===== config.mk =====
export PLATFORM = sky130hd
export DESIGN_NAME = ql_sync_fifo_ctrl
export DESIGN_NICKNAME = d
export VERILOG_FILES = /design/src/rtl/ql_sync_fifo_ctrl.sv
export SDC_FILE = /design/constraint.sdc
export NUM_CORES = 1
export LEC_CHECK = 0
export ABC_AREA = 1
export CORE_AREA = 2 2 108 110
export DETAILED_ROUTE_END_ITERATION = 8
export DIE_AREA = 0 0 110 112
export HOLD_SLACK_MARGIN = 0.06
export PLACE_DENSITY = 0.47
export SLEW_MARGIN = 10
export SYNTH_ARGS = -nofsm -noshare
export SYNTH_HDL_FRONTEND = slang
export SYNTH_SLANG_ARGS = --single-unit

===== constraint.sdc =====
create_clock -name CLK_i -period 6.7 [get_ports CLK_i]
set_clock_uncertainty 0.15 [all_clocks]
set_input_delay 0.67 -clock CLK_i [delete_from_list [all_inputs] [get_ports CLK_i]]
set_output_delay 0.67 -clock CLK_i [all_outputs]
set_load 0.01 [all_outputs]

===== src/rtl/ql_sync_fifo_ctrl.sv =====
// rtl/ql_sync_fifo_ctrl.sv - synchronous FIFO pointer/flag controller for one BRAM half
module ql_sync_fifo_ctrl #(
    parameter int ADDR_W = 10
) (
    input  logic              CLK_i,
    input  logic              RESETN_i,
    input  logic              FMODE_i,
    input  logic              FLUSH_i,
    input  logic              PUSH_i,
    input  logic              POP_i,
    input  logic [ADDR_W-1:0] UPAE_i,
    input  logic [ADDR_W-1:0] UPAF_i,
    output logic              WEN_o,
    output logic [ADDR_W-1:0] WADDR_o,
    output logic              REN_o,
    output logic [ADDR_W-1:0] RADDR_o,
    output logic              RD_VALID_o,
    output logic [ADDR_W:0]   COUNT_o,
    output logic              EMPTY_o,
    output logic              FULL_o,
    output logic              ALMOST_EMPTY_o,
    output logic              ALMOST_FULL_o,
    output logic              OVERFLOW_o,
    output logic              UNDERFLOW_o
);

    // Full depth expressed in the (ADDR_W+1)-bit count domain.
    localparam logic [ADDR_W:0] DEPTH = {1'b1, {ADDR_W{1'b0}}};

    // Pointers carry one extra bit so full and empty are distinguishable
    // and wrap naturally without any compare-and-reset logic.
    logic [ADDR_W:0] wptr;
    logic [ADDR_W:0] rptr;
    logic [ADDR_W:0] count;
    logic            rd_valid;
    logic            empty;
    logic            full;
    logic            almost_empty;
    logic            almost_full;
    logic            overflow;
    logic            underflow;

    logic            clr;
    logic            push_ok;
    logic            pop_ok;
    logic [ADDR_W:0] next_count;
    logic [ADDR_W:0] af_level;

    // Accept decisions use the registered flags; clear and reset mask both ports.
    always_comb begin
        clr        = FLUSH_i | ~FMODE_i;
        push_ok    = PUSH_i & ~full  & ~clr & RESETN_i;
        pop_ok     = POP_i  & ~empty & ~clr & RESETN_i;
        next_count = count + {{ADDR_W{1'b0}}, push_ok} - {{ADDR_W{1'b0}}, pop_ok};
        af_level   = DEPTH - {1'b0, UPAF_i};
    end

    // Pointer, occupancy, flag and sticky-error state; clear behaves like reset.
    always_ff @(posedge CLK_i) begin
        if (!RESETN_i || clr) begin
            wptr         <= '0;
            rptr         <= '0;
            count        <= '0;
            rd_valid     <= 1'b0;
            empty        <= 1'b1;
            full         <= 1'b0;
            almost_empty <= 1'b1;
            almost_full  <= 1'b0;
            overflow     <= 1'b0;
            underflow    <= 1'b0;
        end else begin
            wptr         <= wptr + {{ADDR_W{1'b0}}, push_ok};
            rptr         <= rptr + {{ADDR_W{1'b0}}, pop_ok};
            count        <= next_count;
            rd_valid     <= pop_ok;
            empty        <= (next_count == '0);
            full         <= (next_count == DEPTH);
            almost_empty <= (next_count <= {1'b0, UPAE_i});
            almost_full  <= (next_count >= af_level);
            overflow     <= overflow  | (PUSH_i & full);
            underflow    <= underflow | (POP_i & empty);
        end
    end

    // Output wiring: enables are combinational, everything else registered.
    always_comb begin
        WEN_o          = push_ok;
        REN_o          = pop_ok;
        WADDR_o        = wptr[ADDR_W-1:0];
        RADDR_o        = rptr[ADDR_W-1:0];
        RD_VALID_o     = rd_valid;
        COUNT_o        = count;
        EMPTY_o        = empty;
        FULL_o         = full;
        ALMOST_EMPTY_o = almost_empty;
        ALMOST_FULL_o  = almost_full;
        OVERFLOW_o     = overflow;
        UNDERFLOW_o    = underflow;
    end

endmodule

==> impl_metrics.toml <==
[run_status]
status = "finished clean"

[die]
coreArea_mm2 = 0.0112
die_w_um = 110
num_rows = 39
io_pins = 66
die_h_um = 112
initial_core_util = 0.243
dieArea_mm2 = 0.0123

[place]
io_buffers = 65
placed_cells = 605
gp_congestion = 0.832
dp_hpwl_um = 5820

[setup_path]
path_max_fanout = 9
cp.arrival_ns = 4.75
cp-end-kind = "flop"
critical-path-top-delay-family = "simple AND/OR/NAND/NOR gates"
start_kind = "input pin"
path_buf_inv = 5
critical-path-slowest-cell = "clkdlybuf4s50_1"
crit_top_cell = "nand2_1"
crit_type = "in2reg"
slowest_delay_ns = 0.45
critPathRequiredTime_ns = 6.75

[power]
pwr_density_cell_mw_per_mm2 = 141
peakVddDrop_uv = 77.0
power_mw = 0.519
power.leakage_nw = 1.74

[grt]
use_met2 = 0.197
grt_use_met1 = 0.150
grt_start_max_net_pins = 25
grt_antenna_before_repair = 0
grt_busiest_layer = "met2"
met3_usage = 0.0240
grt_pass1_vias = 2570
grt_pass1_wl_um = 11500
grt_util_all_layers = 0.118
grt_overflow_total = 0

[synth]
syn_area_per_cell_um2 = 6.80
syn-num-nets = 460
synth_area_mm2 = 0.00271
synth_cells = 399
ys_seq_elements = 38
yosys.cell_types.count = 30
ys.warnings.count = 0
yosysSeqAreaShare = 0.280

[clock_network]
cts_setup_buffers = 0
path_clk_slew_ns = 0.06
clk_latency_ns = 0.28
h-tree-depth = 2
postCtsHoldBufs = 0
root_buffer = "clkbuf_16"
numCtsBuffers = 5
cts_resized = 0
cts_tree = "done"
clockBufferDepth = 2
cts.sink_count = 38

[sta]
rsz0062_at_grt = "false"
post-route-period-util = 0.701
maxSlewHeadroom = 0.443
max_freq_mhz = 213
worst_pin_slew_ns = 0.834
finalSetupTns_ns = 0
drv_slew = 0
hold_viol = 0
period_needed_ns = 4.70
timing.final.setup_violations = 0

[finish]
nets = 530
fillers = 1222
drive_gt1_frac = 0.0489
areaGrowthSynthToFinish_pct = 36.0
finalNonFillerCells = 613
antenna_cells = 0
final-seq-area_um2 = 761
layout_common_cells = "81 x nand2_1, 79 x inv_1, 65 x clkdlybuf4s50_1"
final_core_util = 0.330
multi_input_area_mm2 = 0.00165
final_common_cell = "nand2_1"

[drt]
vias = 2652
drt-pass1-iter-count = 4
vias_per_cell = 4.33
drc = 0
ant_nets = 0
drt-initial-drc-count = 83
wirelength_um = 6930
wl_per_cell_um = 11.3

[run]
maxCapViolCount = 0

[min_path]
hp-class = "reg2reg"
[final cells by class]
| cell class | count | share of cell area |
|---|---|---|
| Inverter | 79 | 0.0803 |
| Timing Repair Buffer | 66 | 0.178 |
| Sequential cell | 38 | 0.206 |
| Clock buffer | 6 | 0.0376 |
| Multi-Input combinational cell | 279 | 0.446 |
| Tap cell | 143 | 0.0485 |
| Clock inverter | 2 | 0.00339 |
[cells in the mapped netlist]
cell type,n,area share
o211ai_1,1,0.0028
inv_1,79,0.11
nand2_2,3,0.0069
clkbuf_1,3,0.0041
nand3_1,21,0.039
a211oi_1,1,0.0028
xor2_2,3,0.018
a21boi_4,1,0.0069
fa_1,1,0.0074
nand3_2,2,0.0074
a31oi_1,2,0.0046
nor3_1,11,0.020
o31ai_1,1,0.0028
o21ai_0,10,0.018
xnor2_2,1,0.0060
o21bai_1,4,0.011
nor4_1,1,0.0023
xor2_1,7,0.023
nor3b_1,4,0.011
ha_1,34,0.16
a21oi_2,1,0.0032
nor2_2,1,0.0023
nand4_1,4,0.0092
o21ai_2,2,0.0065
a21oi_1,23,0.042
nand2_1,81,0.11
dfxtp_1,38,0.28
nand3b_1,1,0.0028
nor2_1,57,0.079
and3_1,1,0.0023
[flip-flops by register name, indices dropped and copies added (netlist names)]
name            cells
COUNT_o            11
rptr               10
wptr               10
ALMOST_EMPTY_o      1
ALMOST_FULL_o       1
EMPTY_o             1
FULL_o              1
OVERFLOW_o          1
RD_VALID_o          1
UNDERFLOW_o         1
[through the flow]
step | hold slack, ns | setup slack (ns) | area [um2]
global placement | 0.314 | 1.78 | 3540
CTS | 0.337 | 1.94 | 3690
finish | 0.332 | 2.00 | 3690
detailed placement | 0.325 | 1.67 | 3540
global route | 0.379 | 1.44 | 3690
floorplan | 0.315 | 2.41 | 2710
[final timing paths]
kind                        end  cells after the start     from  slack, ns
setup / recovery  ALMOST_FULL_o                     25  FMODE_i       2.00
hold / removal       RD_VALID_o                      1  EMPTY_o       0.33
hold reg to reg      RD_VALID_o                      1  EMPTY_o       0.33
setup reg to reg  ALMOST_FULL_o                     21  EMPTY_o       3.09
[power by group]
| group | internal (mW) | switching [mW] | leakage (nW) | total (mW) |
|---|---|---|---|---|
| clock | 0.147 | 0.0900 | 0.0729 | 0.237 |
| combinational | 0.0273 | 0.0279 | 1.36 | 0.0552 |
| sequential | 0.227 | 0.000488 | 0.306 | 0.227 |
[routing by layer]
layer,up-vias,part of all wire
met4,0,0.015
met3,9,0.063
met5,-,0
met2,71,0.45
li1,1403,-
met1,1169,0.48
[cell families (layout without fill, tap and decap cells)]
group,Yosys count,in the layout,share of synthesized area
AND/OR/NAND/NOR,187,187,0.294
buffers and inverters,82,153,0.113
AO/OA/AOI/OAI,46,46,0.101
flip-flops,38,38,0.280
adder cells (fa/ha/maj),35,35,0.164
XOR/XNOR,11,11,0.0466
Note: power is estimated with default switching activity, not from simulation.
